## config.mk

```make
export PLATFORM = sky130hd
export DESIGN_NAME = uart_rx_fifo
export DESIGN_NICKNAME = d
export VERILOG_FILES = /design/src/rtl/uart_rx_fifo.sv
export SDC_FILE = /design/constraint.sdc
export NUM_CORES = 1
export LEC_CHECK = 0
export BUFFER_PORTS_ARGS = -buffer_cell sky130_fd_sc_hd__buf_2
export CORE_ASPECT_RATIO = 0.7
export CORE_MARGIN = 1.5
export CORE_UTILIZATION = 60
export DETAILED_ROUTE_END_ITERATION = 8
export PLACE_DENSITY = 0.78
export SETUP_SLACK_MARGIN = 0.4
export SYNTH_ARGS = -nofsm -noshare
export SYNTH_HDL_FRONTEND = slang
export SYNTH_SLANG_ARGS = --single-unit
```

## constraint.sdc

```tcl
create_clock -name clk -period 3.4 [get_ports clk]
set_input_delay 0.51 -clock clk [delete_from_list [all_inputs] [get_ports clk]]
set_output_delay 0.51 -clock clk [all_outputs]
set_load 0.005 [all_outputs]
```

## src/rtl/uart_rx_fifo.sv

```systemverilog
// Byte FIFO behind the UART receiver: captures rdy/data_out, returns rdy_clr, pops FWFT.
// Optional registered almost-full flag compiled in with UART_RX_FIFO_WATERMARK_EN.
module uart_rx_fifo #(
    parameter int DEPTH = 16
`ifdef UART_RX_FIFO_WATERMARK_EN
    ,
    parameter int AFULL_LVL = DEPTH - 2
`endif
) (
    input  logic                       clk,
    input  logic                       rst_n,
    input  logic                       rx_rdy,
    input  logic [7:0]                 rx_data,
    output logic                       rx_rdy_clr,
    output logic                       rd_valid,
    output logic [7:0]                 rd_data,
    input  logic                       rd_ready,
    output logic [$clog2(DEPTH):0]     count,
    output logic                       full,
    output logic                       overflow,
    input  logic                       ovf_clr,
    output logic                       afull
);
    localparam int AW = $clog2(DEPTH);
    localparam logic [AW:0] DEPTH_W = (AW + 1)'(DEPTH);

    typedef enum logic {
        IDLE     = 1'b0,
        WAIT_CLR = 1'b1
    } state_t;

    state_t          state_reg, state_next;
    logic            rx_rdy_clr_reg;
    logic [AW-1:0]   wr_ptr_reg, rd_ptr_reg;
    logic [AW:0]     count_reg, count_next;
    logic            overflow_reg, overflow_next;
    logic            wr_attempt, wr_en, pop, drop;
    logic [7:0]      mem [DEPTH];

    // One write attempt per rdy assertion: only the IDLE->WAIT_CLR transition captures.
    always_comb begin
        state_next = state_reg;
        wr_attempt = 1'b0;
        case (state_reg)
            IDLE: begin
                if (rx_rdy) begin
                    wr_attempt = 1'b1;
                    state_next = WAIT_CLR;
                end
            end
            WAIT_CLR: begin
                if (!rx_rdy) begin
                    state_next = IDLE;
                end
            end
            default: state_next = IDLE;
        endcase
    end

    assign full     = (count_reg == DEPTH_W);
    assign rd_valid = (count_reg != '0);
    assign pop      = rd_valid & rd_ready;
    // A full FIFO still accepts when the head leaves on the same edge.
    assign wr_en    = wr_attempt & (~full | pop);
    assign drop     = wr_attempt & full & ~pop;

    always_comb begin
        count_next = count_reg;
        if (wr_en && !pop) begin
            count_next = count_reg + (AW + 1)'(1);
        end else if (pop && !wr_en) begin
            count_next = count_reg - (AW + 1)'(1);
        end
    end

    // Drop has priority over a simultaneous clear so no loss goes unreported.
    always_comb begin
        overflow_next = overflow_reg;
        if (drop) begin
            overflow_next = 1'b1;
        end else if (ovf_clr) begin
            overflow_next = 1'b0;
        end
    end

    always_ff @(posedge clk or negedge rst_n) begin
        if (!rst_n) begin
            state_reg      <= IDLE;
            rx_rdy_clr_reg <= 1'b0;
            wr_ptr_reg     <= '0;
            rd_ptr_reg     <= '0;
            count_reg      <= '0;
            overflow_reg   <= 1'b0;
        end else begin
            state_reg      <= state_next;
            rx_rdy_clr_reg <= (state_next == WAIT_CLR);
            count_reg      <= count_next;
            overflow_reg   <= overflow_next;
            if (wr_en) begin
                wr_ptr_reg <= wr_ptr_reg + AW'(1);
            end
            if (pop) begin
                rd_ptr_reg <= rd_ptr_reg + AW'(1);
            end
        end
    end

    always_ff @(posedge clk) begin
        if (wr_en) begin
            mem[wr_ptr_reg] <= rx_data;
        end
    end

    assign rd_data    = mem[rd_ptr_reg];
    assign rx_rdy_clr = rx_rdy_clr_reg;
    assign count      = count_reg;
    assign overflow   = overflow_reg;

`ifdef UART_RX_FIFO_WATERMARK_EN
    localparam logic [AW:0] AFULL_W = (AW + 1)'(AFULL_LVL);
    logic afull_reg;

    always_ff @(posedge clk or negedge rst_n) begin
        if (!rst_n) begin
            afull_reg <= 1'b0;
        end else begin
            afull_reg <= (count_next >= AFULL_W);
        end
    end

    assign afull = afull_reg;
`else
    assign afull = 1'b0;
`endif
endmodule

```

==> impl_metrics.toml <==
[routing]
antenna_left = 0
drtPass1Iterations = 4
drtIter0Drc = 247
wl_um = 11440
dr_total_vias = 2983
post-route-drc-count = 0
vias_per_cell = 5.884
wl_per_cell_um = 22.56

[critical_path]
crit_chain = "nor2b_1 -> buf_4 -> a221oi_1 -> o21ai_0 -> nand2_1 -> buf_2"
worst-setup-path-type = "register to output port"
cp-end-kind = "output port"
crit_path_start_kind = "register"
crit_slowest_cell = "a221oi_1"
worstPathArrival_ns = 2.34
worst-path-max-fanout = 15
cp_slowest_stage_delay_ns = 0.55
required_ns = 2.89

[cells_and_area]
num_antenna_cells = 0
fill_cells = 593
layout-drive-gt1-share_pct = 23.22
final_nets = 389
largest_reg_flops = 128
utilization_pct = 70.05
syn2layout_area_growth_pct = 14.06

[synth]
synth_cell_types = 36
synth_top_area_cell = "edfxtp_1"
syn_area_mm2 = 0.005902
async_reset_ff_share_pct = 10.49
syn_inst = 329
ys_warn_count = 0
ys_seq_elements = 143
synth_edf_count = 128
yosysMostFrequentCell = "edfxtp_1"
synth_nets = 352
synth_top_area_share_pct = 65.13
ys_seq_area_share_pct = 71.49
yosys_most_used_dff = "edfxtp_1"
synth.area.top_cells = "edfxtp_1 (65%), dfrtp_1 (6.4%), mux4_2 (6.1%), mux2i_1 (5.6%), a221oi_1 (2.2%)"
syn_avg_cell_area_um2 = 17.94
synthTopCellsByCount = "edfxtp_1 (128), mux2i_1 (33), mux4_2 (16)"

[power]
vdd_ir_drop_max_uv = 712.4
p_leak_nw = 2.400
finalPower_mw = 5.752
power_density_mw_per_mm2 = 854.5

[hold_path]
min_path_type = "input port to register"

[grt]
grt_pass1_wl_um = 17560
grt_pass1_vias = 3002
grt_antenna_before_repair = 0
grtUsageTotal_pct = 24.34
overflow = 0
grt_max_degree = 36

[placement]
pre_cts_ws_ns = 0.7121
dp_hpwl_um = 7149
place.gp.congestion = 0.8289
port_buffers = 29

[sta]
setup_slack_ns = 0.5484
hold_viol = 0
period_share_pct = 83.87
slew_violations = 0
max_slew_margin_pct = 48.61
max_freq_mhz = 350.7
fin_crit_ns = 2.852
finalSetupViolCount = 0
tns_ns = 0
skew_ns = 0.006082
worst_slew_pin_slew_ns = 0.7681
rsz0062_at_grt = "false"

[cts]
clkTransAtPathRegs_ns = 0.06
cts-htree-levels = 4
cts_sinks = 143
cts_tree = "yes"
clk_latency_ns = 0.41
cts_buffers = 17
post-cts-setup-buffer-count = 0
cts_root_buffer = "clkbuf_16"
cts.path.max_buffers = 2

[floorplanning]
fp.dieH_um = 85.98
rows = 30
dieArea_mm2 = 0.01045
die_x_um = 121.5
core_area_mm2 = 0.009609
start_util_pct = 61.42
ioPinCount = 31

[outcome]
outcome = "finished clean"

[run]
cap_violations = 0
## metal layers
layer	track usage [%]	vias to the layer above	wire length (µm)
li1	-	1362	-
met2	37.44	115	5509
met3	6.250	18	1057
met4	8.449	0	160
met5	0	-	0
met1	34.51	1488	4710
## power breakdown
group | leakage (nW) | internal, mW | switching (mW)
combinational | 0.792 | 0.744 | 0.893
clock | 0.276 | 1.15 | 0.697
sequential | 1.33 | 2.08 | 0.191
total | 2.40 | 3.97 | 1.78
## stage by stage
step | std cells | hold slack (ns) | instance area, µm²
floorplan | 329 | 0.2144 | 5902
global placement | 474 | 0.4319 | 6118
detailed placement | 474 | 0.4353 | 6118
CTS | 507 | 0.2106 | 6725
global route | 507 | 0.2066 | 6731
finish | 507 | 0.2248 | 6731
## area by class of cell
class | count | area (µm²) | area share [%]
inverters | 12 | 45.04 | 0.6691
clock buffers | 17 | 425.4 | 6.320
well taps | 128 | 160.2 | 2.379
multi-input cells | 158 | 1511 | 22.45
repair buffers | 34 | 197.7 | 2.937
flip-flops and latches | 143 | 4220 | 62.70
clock inverters | 15 | 171.4 | 2.546
## worst max-delay path, delay by kind of cell, from the launching register on
family          cells  cell delay [ns]
compound gates      2             0.75
buf+inv             2             0.32
flops               1             0.52
simple gates        2             0.34
## logic make-up (layout without fill, tap and decap cells)
kind of cell,after synthesis,in the layout,share of synthesized area (%)
buffers and inverters,28,78,3.010
and+or+nand+nor,44,44,4.219
xor gates and xnor gates,10,10,1.484
DFF,143,143,71.49
other,1,1,0.06354
adders and majority gates,10,10,2.247
muxes,51,51,12.08
AOI/OAI and AO/OA,42,42,5.406
## layout by cell type, fill, tap and decap left out, drive strengths merged
master       instances
edfxtp             128
mux2i               33
buf                 33
clkbuf              17
mux4                16
a221oi              16
nand2               15
dfrtp               15
and2                14
inv                 12
o21ai               11
ha                   9
a22oi                8
xnor2                8
clkinv               7
nor2                 6
clkinvlp             5
a21oi                3
bufinv               3
mux2                 2
xor2                 2
a21o                 2
nor4                 1
nand2b               1
a31oi                1
nor2b                1
and3b                1
and3                 1
nand3b               1
nor3b                1
o22ai                1
nand4                1
nand3                1
fa                   1
conb                 1
dlygate4sd3          1
## what timing repair did
item,4_1_cts,5_1_grt
setup endpoints to repair,0,1
endpoints found under the hold margin,7,0
hold buffers,1,0
resized for setup,0,1
## worst paths after layout
| check | cells after the start | endpoint | slack (ns) | start |
|---|---|---|---|---|
| min in group asynchronous | 2 | count[3] | 0.54 | rst_n |
| worst max register to register | 10 | count[4] | 0.72 | count[0] |
| worst max-delay path | 6 | rd_data[3] | 0.55 | rd_ptr_reg[2] |
| worst min-delay path | 1 | rx_rdy_clr | 0.22 | rx_rdy |
| worst min register to register | 2 | overflow | 0.54 | overflow |
| max in group asynchronous | 2 | rd_ptr_reg[0] | 2.59 | rst_n |
(Power assumes the default switching activity.)
